--- src/rtl/bus_pkg.sv ---
// Shared types and defaults for the arbitrated multi-device bus.
// Latency: none (types, constants and a constant function only).
// Backpressure: not applicable.
package bus_pkg;

    typedef enum logic {
        IDLE  = 1'b0,
        OWNED = 1'b1
    } bus_state_t;

    localparam int DEF_N        = 8;
    localparam int DEF_M        = 4;
    localparam int DEF_MAX_HOLD = 8;

    // Width of a device index; at least one bit so a 1-device build still elaborates.
    function automatic int idx_w(input int m);
        return (m > 1) ? $clog2(m) : 1;
    endfunction

endpackage

--- src/rtl/rr_arbiter.sv ---
// Round-robin winner search: first set req bit at or above rr_ptr, wrapping.
// Latency: purely combinational.
// Backpressure: none; the caller decides when the winner is taken.
//
// Ports:
//   req     - per-device request bits
//   rr_ptr  - device index where the search starts
//   win     - one-hot winner (all-zero when no request)
//   win_idx - index of the winner (0 when no request)
module rr_arbiter
    import bus_pkg::*;
#(
    parameter int M = DEF_M
) (
    input  logic [M-1:0]          req,
    input  logic [idx_w(M)-1:0]   rr_ptr,
    output logic [M-1:0]          win,
    output logic [idx_w(M)-1:0]   win_idx
);

    localparam int W = idx_w(M);

    always_comb begin : search
        logic [W-1:0] idx;
        logic         found;
        win     = '0;
        win_idx = '0;
        idx     = '0;
        found   = 1'b0;
        for (int k = 0; k < M; k++) begin
            idx = W'((int'(rr_ptr) + k) % M);
            if (!found && req[idx]) begin
                found    = 1'b1;
                win[idx] = 1'b1;
                win_idx  = idx;
            end
        end
    end

endmodule

--- src/rtl/multi_dev_bus_arbiter.sv ---
// Shared bus for M devices: registered round-robin grant, owner data registered onto one bus.
// Latency: grant 1 cycle after req; bus/bus_valid 1 cycle after grant (2 cycles from idle).
// Backpressure: losing requesters wait with req held high; owner keeps the bus while req stays high.
//
// Ports:
//   clk, rst_n - clock, asynchronous active-low reset
//   req        - per-device level-held request
//   data_in    - device i data at [i*N +: N]
//   grant      - registered one-hot grant (all-zero when idle)
//   bus_owner  - registered index of the grant holder, holds its value while idle
//   bus        - registered shared bus lines, bus_valid marks cycles carrying owner data
//   data_out   - bus replicated to every device slice
// Optional feature: define BUS_TENURE_LIMIT_EN to force a handoff after MAX_HOLD owned
// cycles whenever another device is waiting.
module multi_dev_bus_arbiter
    import bus_pkg::*;
#(
    parameter int N        = DEF_N,
    parameter int M        = DEF_M,
    parameter int MAX_HOLD = DEF_MAX_HOLD
) (
    input  logic                  clk,
    input  logic                  rst_n,
    input  logic [M-1:0]          req,
    input  logic [M*N-1:0]        data_in,
    output logic [M-1:0]          grant,
    output logic [idx_w(M)-1:0]   bus_owner,
    output logic [N-1:0]          bus,
    output logic                  bus_valid,
    output logic [M*N-1:0]        data_out
);

    localparam int W = idx_w(M);

    bus_state_t     state, state_nxt;
    logic [M-1:0]   grant_nxt;
    logic [M-1:0]   win;
    logic [W-1:0]   win_idx;
    logic [W-1:0]   rr_ptr, ptr_nxt;
    logic [W-1:0]   owner_nxt;
    logic           take;
    logic           force_rel;
    logic           owner_req;
    logic [N-1:0]   dev_dat [M];

    for (genvar g = 0; g < M; g++) begin : g_slice
        assign dev_dat[g] = data_in[g*N +: N];
    end

    assign owner_req = req[bus_owner];
    assign data_out  = {M{bus}};

    rr_arbiter #(.M(M)) u_rr (
        .req     (req),
        .rr_ptr  (rr_ptr),
        .win     (win),
        .win_idx (win_idx)
    );

`ifdef BUS_TENURE_LIMIT_EN
    localparam int CW = $clog2(MAX_HOLD + 1);

    logic [CW-1:0] hold_cnt, hold_nxt;

    // Forced release only when someone else is waiting; a lone owner just restarts its window.
    assign force_rel = (hold_cnt == CW'(MAX_HOLD)) && |(req & ~grant);

    always_comb begin
        hold_nxt = '0;
        if (take) begin
            hold_nxt = CW'(1);
        end else if (state_nxt == OWNED) begin
            hold_nxt = (hold_cnt == CW'(MAX_HOLD)) ? CW'(1) : hold_cnt + 1'b1;
        end
    end

    always_ff @(posedge clk or negedge rst_n) begin
        if (!rst_n) begin
            hold_cnt <= '0;
        end else begin
            hold_cnt <= hold_nxt;
        end
    end
`else
    // Never true for a legal MAX_HOLD; the parameter has no effect in this build.
    assign force_rel = (MAX_HOLD < 0);
`endif

    // Next-state: a new winner is taken from idle, on a voluntary handoff, or on a forced
    // release. The owner sits last in the search order (rr_ptr = owner+1), so a forced
    // release never picks the current owner while others are pending.
    always_comb begin
        state_nxt = state;
        grant_nxt = grant;
        owner_nxt = bus_owner;
        ptr_nxt   = rr_ptr;
        take      = 1'b0;
        unique case (state)
            IDLE: begin
                if (|req) take = 1'b1;
            end
            OWNED: begin
                if (!owner_req) begin
                    if (|req) begin
                        take = 1'b1;
                    end else begin
                        state_nxt = IDLE;
                        grant_nxt = '0;
                    end
                end else if (force_rel) begin
                    take = 1'b1;
                end
            end
            default: ;
        endcase
        if (take) begin
            state_nxt = OWNED;
            grant_nxt = win;
            owner_nxt = win_idx;
            ptr_nxt   = W'((int'(win_idx) + 1) % M);
        end
    end

    always_ff @(posedge clk or negedge rst_n) begin
        if (!rst_n) begin
            state     <= IDLE;
            grant     <= '0;
            bus_owner <= '0;
            rr_ptr    <= '0;
        end else begin
            state     <= state_nxt;
            grant     <= grant_nxt;
            bus_owner <= owner_nxt;
            rr_ptr    <= ptr_nxt;
        end
    end

    // Bus follows the current owner while it still requests; otherwise it holds.
    always_ff @(posedge clk or negedge rst_n) begin
        if (!rst_n) begin
            bus       <= '0;
            bus_valid <= 1'b0;
        end else if ((state == OWNED) && owner_req) begin
            bus       <= dev_dat[bus_owner];
            bus_valid <= 1'b1;
        end else begin
            bus_valid <= 1'b0;
        end
    end

endmodule
--- config.mk ---
export PLATFORM = sky130hd
export DESIGN_NAME = multi_dev_bus_arbiter
export DESIGN_NICKNAME = d
export VERILOG_FILES = /design/src/rtl/bus_pkg.sv /design/src/rtl/rr_arbiter.sv /design/src/rtl/multi_dev_bus_arbiter.sv
export SDC_FILE = /design/constraint.sdc
export NUM_CORES = 1
export LEC_CHECK = 0
export CAP_MARGIN = 40
export CORE_MARGIN = 1.5
export CORE_UTILIZATION = 44
export DETAILED_ROUTE_END_ITERATION = 12
export PLACE_DENSITY_LB_ADDON = 0.08
export SYNTH_ARGS = -nofsm -noshare
export SYNTH_HDL_FRONTEND = slang
export SYNTH_HIERARCHICAL = 1
export SYNTH_SLANG_ARGS = --single-unit
--- constraint.sdc ---
create_clock -name clk -period 6.55 [get_ports clk]
set_input_delay 1.31 -clock clk [delete_from_list [all_inputs] [get_ports clk]]
set_output_delay 1.31 -clock clk [all_outputs]
set_load 0.01 [all_outputs]
==> results of run 1 <==
worst min path at each step:
stage / cells after the start / endpoint / from / slack, ns
final: 1 / grant[3] / grant[3] / 0.55
after global routing: 1 / grant[2] / grant[2] / 0.57
after CTS: 1 / grant[2] / grant[2] / 0.55
after detailed placement: 1 / grant[2] / grant[2] / 0.54
after global placement: 1 / grant[1] / grant[1] / 0.52
after floorplan: 1 / grant[0] / grant[0] / 0.57
flip-flops by register name, summed over array words and instances (netlist names):
signal / cells
bus: 8
grant: 4
bus_owner: 2
rr_ptr: 2
bus_valid: 1
state: 1
through the flow:
| stage | instances | utilization |
|---|---|---|
| final | 257 | 0.646 |
| after CTS | 257 | 0.646 |
| after global routing | 257 | 0.646 |
| after floorplan | 158 | - |
| after global placement | 253 | 0.631 |
| after detailed placement | 253 | 0.631 |
logic make-up after synthesis:
kind of cell	synth area share
DFF	0.258
AOI/OAI and AO/OA	0.148
xor gates and xnor gates	0.00502
buffers and inverters	0.175
adders and majority gates	0.0358
and+or+nand+nor	0.110
muxes	0.268
layer usage:
metal / GRT usage / wire length, µm / share of wire
met3: 0.0256 / 262 / 0.064
met5: 0 / 0 / 0
met1: 0.216 / 1560 / 0.38
met4: 0.0791 / 27 / 0.0066
met2: 0.356 / 2210 / 0.54
worst reg2reg max path: stages (launching register included):
cell and delay [ns]:
dfrtp_1 0.66, inv_1 0.18, ha_1 0.47, mux4_2 0.48, nor2b_4 0.24, a221oi_2 0.08
o2bb2ai_1 0.25, xor2_1 0.10, mux2_2 0.27
final cells by class:
| type | instances | area share |
|---|---|---|
| clock buffer | 4 | 0.0228 |
| inverter | 6 | 0.00931 |
| multi-input combinational | 97 | 0.409 |
| sequential | 18 | 0.186 |
| tap | 48 | 0.0248 |
| timing repair buffer | 84 | 0.348 |
layout by cell type, fill, tap and decap left out, types with 2 or more instances in the layout:
cell type / instances
clkdlybuf4s50_1: 84
dfrtp_1: 18
nand2_1: 14
mux2_2: 9
mux4_1: 8
a21oi_1: 6
inv_1: 5
o2bb2ai_1: 5
ha_1: 5
mux2i_1: 4
a221o_1: 4
o21ai_0: 4
nor2_1: 4
clkbuf_8: 4
mux4_2: 4
a221oi_1: 4
nor2b_1: 4
nand3_1: 2
o31ai_1: 2
power by group:
part            total, W  internal [W]  switching [W]  leakage [nW]
logic           0.000861      0.000505       0.000356         0.717
registers       0.000268      0.000166       0.000102         0.214
clock network  0.0000913     0.0000534      0.0000379        0.0288
total            0.00122      0.000724       0.000495         0.960
==> reports/summary.txt, run 1 <==
Cts hold-fix bufs -> 0
Vias in the first global route -> 1351
Achievable Freq -> 293 MHz
Synthesized net count -> 201
CP top delay family -> multiplexers
Number of distinct library cells after synthesis -> 39
Setup crit start -> req[2]
Worst path cell trace -> clkdlybuf4s50_1, mux4_2, nor2b_4, a221oi_2, o2bb2ai_1, xor2_1, mux2_2
DRC -> 0
CTS clock-pin slew for the worst setup and hold paths -> 0.07 ns
First-pass GRT wire length -> 6.37 mm
Initial antenna violation count -> 0
Worst slew pin tran -> 0.831 ns
Starting Density -> 0.467
Synth Flop Type -> dfrtp_1
Worst VDD drop -> 0.254 mV
Final #Nets -> 253
Routed Wire Length -> 4.07 mm
Sequential share of the synthesized area -> 0.258
FFs w/ async S/R, synth -> 1.00
Slew HR -> 0.444
Share of cells above drive strength 1 -> 0.134
Setup violators final -> 0
Critical path buffer and inverter count -> 1
CTS Sinks -> 18
CP Data Required Time -> 6.69 ns
Number of synthesized flops with an enable pin -> 0
Clock Tree Root -> clkbuf_8
Max cap viols -> 0
Post-route cell area -> 2420 µm²
Die footprint -> 4360 µm²
Setup bufs post-CTS -> 0
CTS tree -> built
Status -> finished, final reports clean
Largest cells by area after synthesis -> dfrtp_1, buf_4, mux4_1
WL/cell -> 15.8 µm
Pleak -> 0.960 nW
Setup ws final -> 3.13 ns
Hold Vio Cnt, Final -> 0
Chip width -> 66.0 µm
Pre-CTS setup slack -> 2.90 ns
Yosys warns -> 6
Period utilization -> 0.521
ANT nets after route -> 0
Worst EP arrival -> 3.56 ns
Synthesized area -> 1750 µm²
#FFs+latches synth -> 18
Syn Inst Count -> 158
Drt first pass iters -> 4
Placeable Area -> 3740 µm²
Area Growth Syn to Fin -> 38.5%
N_diodes -> 0
RSZ-0062 raised after global routing -> false
Crit path time final -> 3.42 ns
Kind of critical path -> in -> reg
Critical-path maximum fanout -> 11
Most instantiated cells after synthesis -> buf_4, dfrtp_1, nand2_1, mux2_2, mux4_1
Most common cell in the netlist -> buf_4
Flop-to-flop setup slack -> 3.71 ns
Vias -> 1448
Power per cell area -> 504 nW/µm²
Global Route Usage Sum -> 0.191
Total Neg Setup Slack -> 0 ns
Maximum number of pins on one net before global-route repair -> 19
Total power -> 0.00122 W
Area of the multi-input gates -> 990 µm²
Placement Cell Area -> 2360 µm²
Vias per inst -> 5.63
R2R Path Start -> rr_ptr[0]
Drt initial violations -> 27
Startpoint Class -> input port
Io pins -> 85
R2R cell count -> 8
Worst hold path class -> reg -> reg
Core Rows -> 22
CTS H-Tree Depth -> 1
Clk_skew -> 0.00505 ns
Slowest stage cell on the critical path -> mux4_2
Area leader, netlist -> dfrtp_1
Critical Path End Type -> register
Synth top area share -> 0.258
Worst Setup EP -> rr_ptr[1]
CTS Buf Count -> 3
Port Buffer Count -> 84
Fillers -> 306
Avg Cell Area, Syn -> 11.1 µm²
Die height -> 66.0 µm
Max-slew violation count -> 0
Later-pin clock latency in the skew report -> 0.25 ns
Worst path max stage delay -> 0.69 ns
Register area -> 450 µm²
Final HPWL from detailed placement -> 3.15 mm
Resize count post-CTS -> 0
Cell depth of the worst setup path -> 7
Placer Congestion -> 0.826
Max clock buf depth -> 2
Hold_ws -> 0.550 ns
Total grt overflow -> 0
R2r endpoint -> rr_ptr[1]
Note: power is estimated with default switching activity, not from simulation.
==> run 2, diff against run 1 <==
--- a/config.mk
+++ b/config.mk
@@ -7,7 +7,7 @@
 export LEC_CHECK = 0
 export CAP_MARGIN = 40
 export CORE_MARGIN = 1.5
-export CORE_UTILIZATION = 44
+export CORE_UTILIZATION = 41
 export DETAILED_ROUTE_END_ITERATION = 12
 export PLACE_DENSITY_LB_ADDON = 0.08
 export SYNTH_ARGS = -nofsm -noshare
==> constraint.sdc (replaced) <==
create_clock -name clk -period 3.4 [get_ports clk]
set_input_delay 0.68 -clock clk [delete_from_list [all_inputs] [get_ports clk]]
set_output_delay 0.68 -clock clk [all_outputs]
set_load 0.01 [all_outputs]
==> reports/summary.txt, run 2 (synthesis results as in run 1) <==
Period utilization -> 0.831
Placeable Area -> 4060 µm²
Post-route cell area -> 2460 µm²
Routed Wire Length -> 3.94 mm
Hold Vio Cnt, Final -> 0
Achievable Freq -> 354 MHz
Port Buffer Count -> 84
Max reg flops -> 8
CTS Buf Count -> 3
Slew HR -> 0.477
Drt first pass iters -> 4
Share of cells above drive strength 1 -> 0.154
Status -> finished, final reports clean
Die footprint -> 4660 µm²
Clock Tree Root -> clkbuf_8
Final HPWL from detailed placement -> 3.12 mm
Power per cell area -> 975 nW/µm²
Worst VDD drop -> 0.461 mV
Critical Path End Type -> register
CP Data Required Time -> 3.53 ns
Placement Cell Area -> 2400 µm²
Worst EP arrival -> 2.96 ns
Max clock buf depth -> 2
First-pass GRT wire length -> 5.90 mm
CTS tree -> built
Worst hold path class -> reg -> reg
Worst path max stage delay -> 0.69 ns
Area Growth Syn to Fin -> 40.8%
Drt initial violations -> 34
Global Route Usage Sum -> 0.170
Io pins -> 85
Pleak -> 0.984 nW
Met3 Use GR -> 0.0296
CTS H-Tree Depth -> 1
RSZ-0062 raised after global routing -> false
Final #Nets -> 258
Core Rows -> 23
Max cap viols -> 0
Vias -> 1438
Most frequent cells in the layout -> clkdlybuf4s50_1, dfrtp_1, nand2_1
Reg with most FFs -> bus
Crit path time final -> 2.82 ns
Maximum number of pins on one net before global-route repair -> 19
Total power -> 0.00240 W
Total grt overflow -> 0
Startpoint Class -> input port
Chip width -> 68.3 µm
ANT nets after route -> 0
Slowest stage cell on the critical path -> mux4_2
Worst path cell trace -> clkdlybuf4s50_1, mux4_2, a221oi_1, o2bb2ai_1, nand2_1, a21oi_1, a221o_1
Critical-path maximum fanout -> 11
CP top delay family -> compound AO/OA/AOI/OAI gates
Initial antenna violation count -> 0
Later-pin clock latency in the skew report -> 0.26 ns
Resize count post-CTS -> 0
Max-slew violation count -> 0
Most common library cell in the layout ignoring fill and taps -> clkdlybuf4s50_1
Clk_skew -> 0.00548 ns
Met2 track demand over resource -> 0.311
Worst slew pin tran -> 0.782 ns
Kind of critical path -> in -> reg
Cts hold-fix bufs -> 0
Biggest regs -> bus: 8 flops, grant: 4 flops
Grt met1 use -> 0.204
Setup violators final -> 0
Critical path buffer and inverter count -> 1
Total Neg Setup Slack -> 0 ns
Placer Congestion -> 0.948
GRT busiest layer -> met2
CTS Sinks -> 18
DRC -> 0
WL/cell -> 14.9 µm
N_diodes -> 0
Die height -> 68.3 µm
Setup ws final -> 0.576 ns
Vias per inst -> 5.45
Finished Core Util -> 0.606
CTS clock-pin slew for the worst setup and hold paths -> 0.06 ns
Setup bufs post-CTS -> 0
Pre-CTS setup slack -> 0.303 ns
Vias in the first global route -> 1280
Starting Density -> 0.430
run 2: cell types whose count changed in the layout (fill, tap and decap cells not counted), sizes merged:
cell,delta
buf,+5
run 2: cell type report:
type                    count  area (µm²)
well taps                  50        62.6
clock buffers               4        55.1
inverters                   6        22.5
multi-input cells          97         990
fillers                   334        1600
flip-flops and latches     18         450
repair buffers             89         878
run 2: metrics by stage:
stage	hold WS, ns	instances
2_1_floorplan	0.384	158
3_3_place_gp	0.526	260
3_5_place_dp	0.528	260
4_1_cts	0.543	264
5_1_grt	0.591	264
6_report	0.542	264
run 2: worst reg2reg max path: stages (launching register included):
cell and delay [ns]:
dfrtp_1 0.56, inv_1 0.16, ha_1 0.43, mux4_2 0.47
a221oi_1 0.38, o2bb2ai_1 0.17, nand2_1 0.09, a21oi_1 0.07
a221o_1 0.27
run 2: final timing paths:
check	startpoint	to	slack, ns	cells past startpoint
worst max-delay path	req[2]	grant[2]	0.58	7
worst min-delay path	grant[1]	grant[1]	0.54	1
worst max register to register	rr_ptr[1]	grant[2]	0.69	8
worst min register to register	grant[1]	grant[1]	0.54	1
max in group asynchronous	rst_n	state	2.03	1
min in group asynchronous	rst_n	bus_owner[0]	0.88	1
run 2: metal layers:
| metal | vias to the layer above | share of wire | wire [µm] |
|---|---|---|---|
| met5 | - | 0 | 0 |
| met4 | 0 | 0.013 | 53 |
| met3 | 6 | 0.072 | 285 |
| met2 | 74 | 0.49 | 1940 |
| met1 | 676 | 0.42 | 1670 |
| li1 | 682 | - | - |
run 2: power breakdown:
part           internal (W)  switching (W)
clock              0.000103      0.0000707
combinational       0.00101       0.000755
sequential         0.000321       0.000140
==> run 3, diff against run 2 <==
==> constraint.sdc (replaced) <==
create_clock -name clk -period 2.8 [get_ports clk]
set_input_delay 0.56 -clock clk [delete_from_list [all_inputs] [get_ports clk]]
set_output_delay 0.56 -clock clk [all_outputs]
set_load 0.01 [all_outputs]
==> reports/summary.txt, run 3 (synthesis results as in run 1) <==
N_diodes -> 0
WL/cell -> 14.4 µm
Final HPWL from detailed placement -> 3.12 mm
CP Data Required Time -> 2.94 ns
Biggest regs -> bus: 8 flops, grant: 4 flops
Achievable Freq -> 399 MHz
Clock power frac -> 0.072
Chip width -> 68.3 µm
Kind of critical path -> in -> reg
Final #Nets -> 265
Most frequent cells in the layout -> clkdlybuf4s50_1, dfrtp_1, nand2_1
Io pins -> 85
Maximum number of pins on one net before global-route repair -> 19
DRC -> 0
Resize count post-CTS -> 0
Setup bufs post-CTS -> 0
Pleak -> 1.02 nW
Starting Density -> 0.430
Max-slew violation count -> 0
Die height -> 68.3 µm
CTS clock-pin slew for the worst setup and hold paths -> 0.07 ns
Worst EP arrival -> 2.64 ns
Die footprint -> 4660 µm²
Max cap viols -> 0
Clock Tree Root -> clkbuf_8
Hold Vio Cnt, Final -> 0
Most common library cell in the layout ignoring fill and taps -> clkdlybuf4s50_1
Max reg flops -> 8
Global Route Usage Sum -> 0.179
Critical Path End Type -> register
Core Rows -> 23
CTS Sinks -> 18
Slew HR -> 0.464
Clk_skew -> 0.00258 ns
RSZ-0062 raised after global routing -> false
Power per cell area -> 1170 nW/µm²
Crit path time final -> 2.51 ns
Vias in the first global route -> 1412
Drt first pass iters -> 4
First-pass GRT wire length -> 6.40 mm
Total Neg Setup Slack -> 0 ns
Sw Pwr -> 0.00117 W
Total power -> 0.00294 W
Flop-to-flop setup slack -> 0.40 ns
Worst VDD drop -> 0.574 mV
Pint -> 0.00177 W
Area Growth Syn to Fin -> 43.8%
Worst slew pin tran -> 0.801 ns
CTS Buf Count -> 3
Drt initial violations -> 48
Vias -> 1484
Status -> finished, final reports clean
Period utilization -> 0.895
Vias per inst -> 5.48
ANT nets after route -> 0
Worst hold path class -> reg -> reg
Max clock buf depth -> 2
Later-pin clock latency in the skew report -> 0.26 ns
CTS tree -> built
Cts hold-fix bufs -> 0
Reg with most FFs -> bus
Routed Wire Length -> 3.90 mm
Combinational Power Share -> 0.736
Startpoint Class -> input port
CTS H-Tree Depth -> 1
Placer Congestion -> 0.857
Port Buffer Count -> 84
Sequential power share -> 0.191
Total grt overflow -> 0
Critical-path maximum fanout -> 8
Initial antenna violation count -> 0
Setup violators final -> 0
Placeable Area -> 4060 µm²
Share of cells above drive strength 1 -> 0.181
Switching Share -> 0.399
==> run 3: changes by cell type in the layout (fill, tap and decap cells not counted) <==
cell / delta
buf_4: +7
==> run 3: cell type report <==
class / instances / area (µm²)
tap: 50 / 62.6
multi-input combinational: 97 / 990
sequential: 18 / 450
clock buffer: 4 / 55.1
timing repair buffer: 96 / 931
fill: 324 / 1550
inverter: 6 / 22.5
==> run 3: path summary, 6_finish.rpt <==
kind / startpoint / endpoint / cells past startpoint
max: req[1] / grant[0] / 8
min: grant[2] / grant[2] / 1
max reg2reg: rr_ptr[1] / grant[0] / 8
min reg2reg: grant[2] / grant[2] / 1
max in group asynchronous: rst_n / rr_ptr[0] / 1
min in group asynchronous: rst_n / bus_valid / 1
==> run 3: worst max-delay path, cell delays in order <==
cell and delay, ns:
clkdlybuf4s50_1 0.51, mux4_2 0.54, nor2b_4 0.17, a221oi_1 0.28, o2bb2ai_1 0.15, nand2_1 0.09
a21oi_1 0.06, a221o_1 0.27
==> run 3: power by group through the flow <==
stage | registers [W] | clock network, W | logic (W)
2_1_floorplan | 0.000583 | 0 | 0.00151
3_3_place_gp | 0.000559 | 0 | 0.00213
3_5_place_dp | 0.000572 | 0 | 0.00218
4_1_cts | 0.000569 | 0.000222 | 0.00218
5_1_grt | 0.000594 | 0.000232 | 0.00235
6_report | 0.000563 | 0.000213 | 0.00217
==> run 3: metal layers <==
| metal | up-vias | GRT usage | part of all wire |
|---|---|---|---|
| li1 | 690 | - | - |
| met1 | 734 | 0.209 | 0.43 |
| met2 | 56 | 0.336 | 0.50 |
| met3 | 4 | 0.0280 | 0.056 |
| met4 | 0 | 0.0450 | 0.012 |
| met5 | - | 0 | 0 |
==> run 3: metrics by stage <==
stage	hold slack (ns)	cells	cell area, µm²	utilization	worst slack (ns)
after floorplan	0.264	158	1750	-	0.482
after global routing	0.592	271	2510	0.619	0.198
after detailed placement	0.543	267	2460	0.605	0.0582
after CTS	0.558	271	2510	0.619	0.319
after global placement	0.532	267	2460	0.605	0.152
final	0.564	271	2510	0.619	0.294
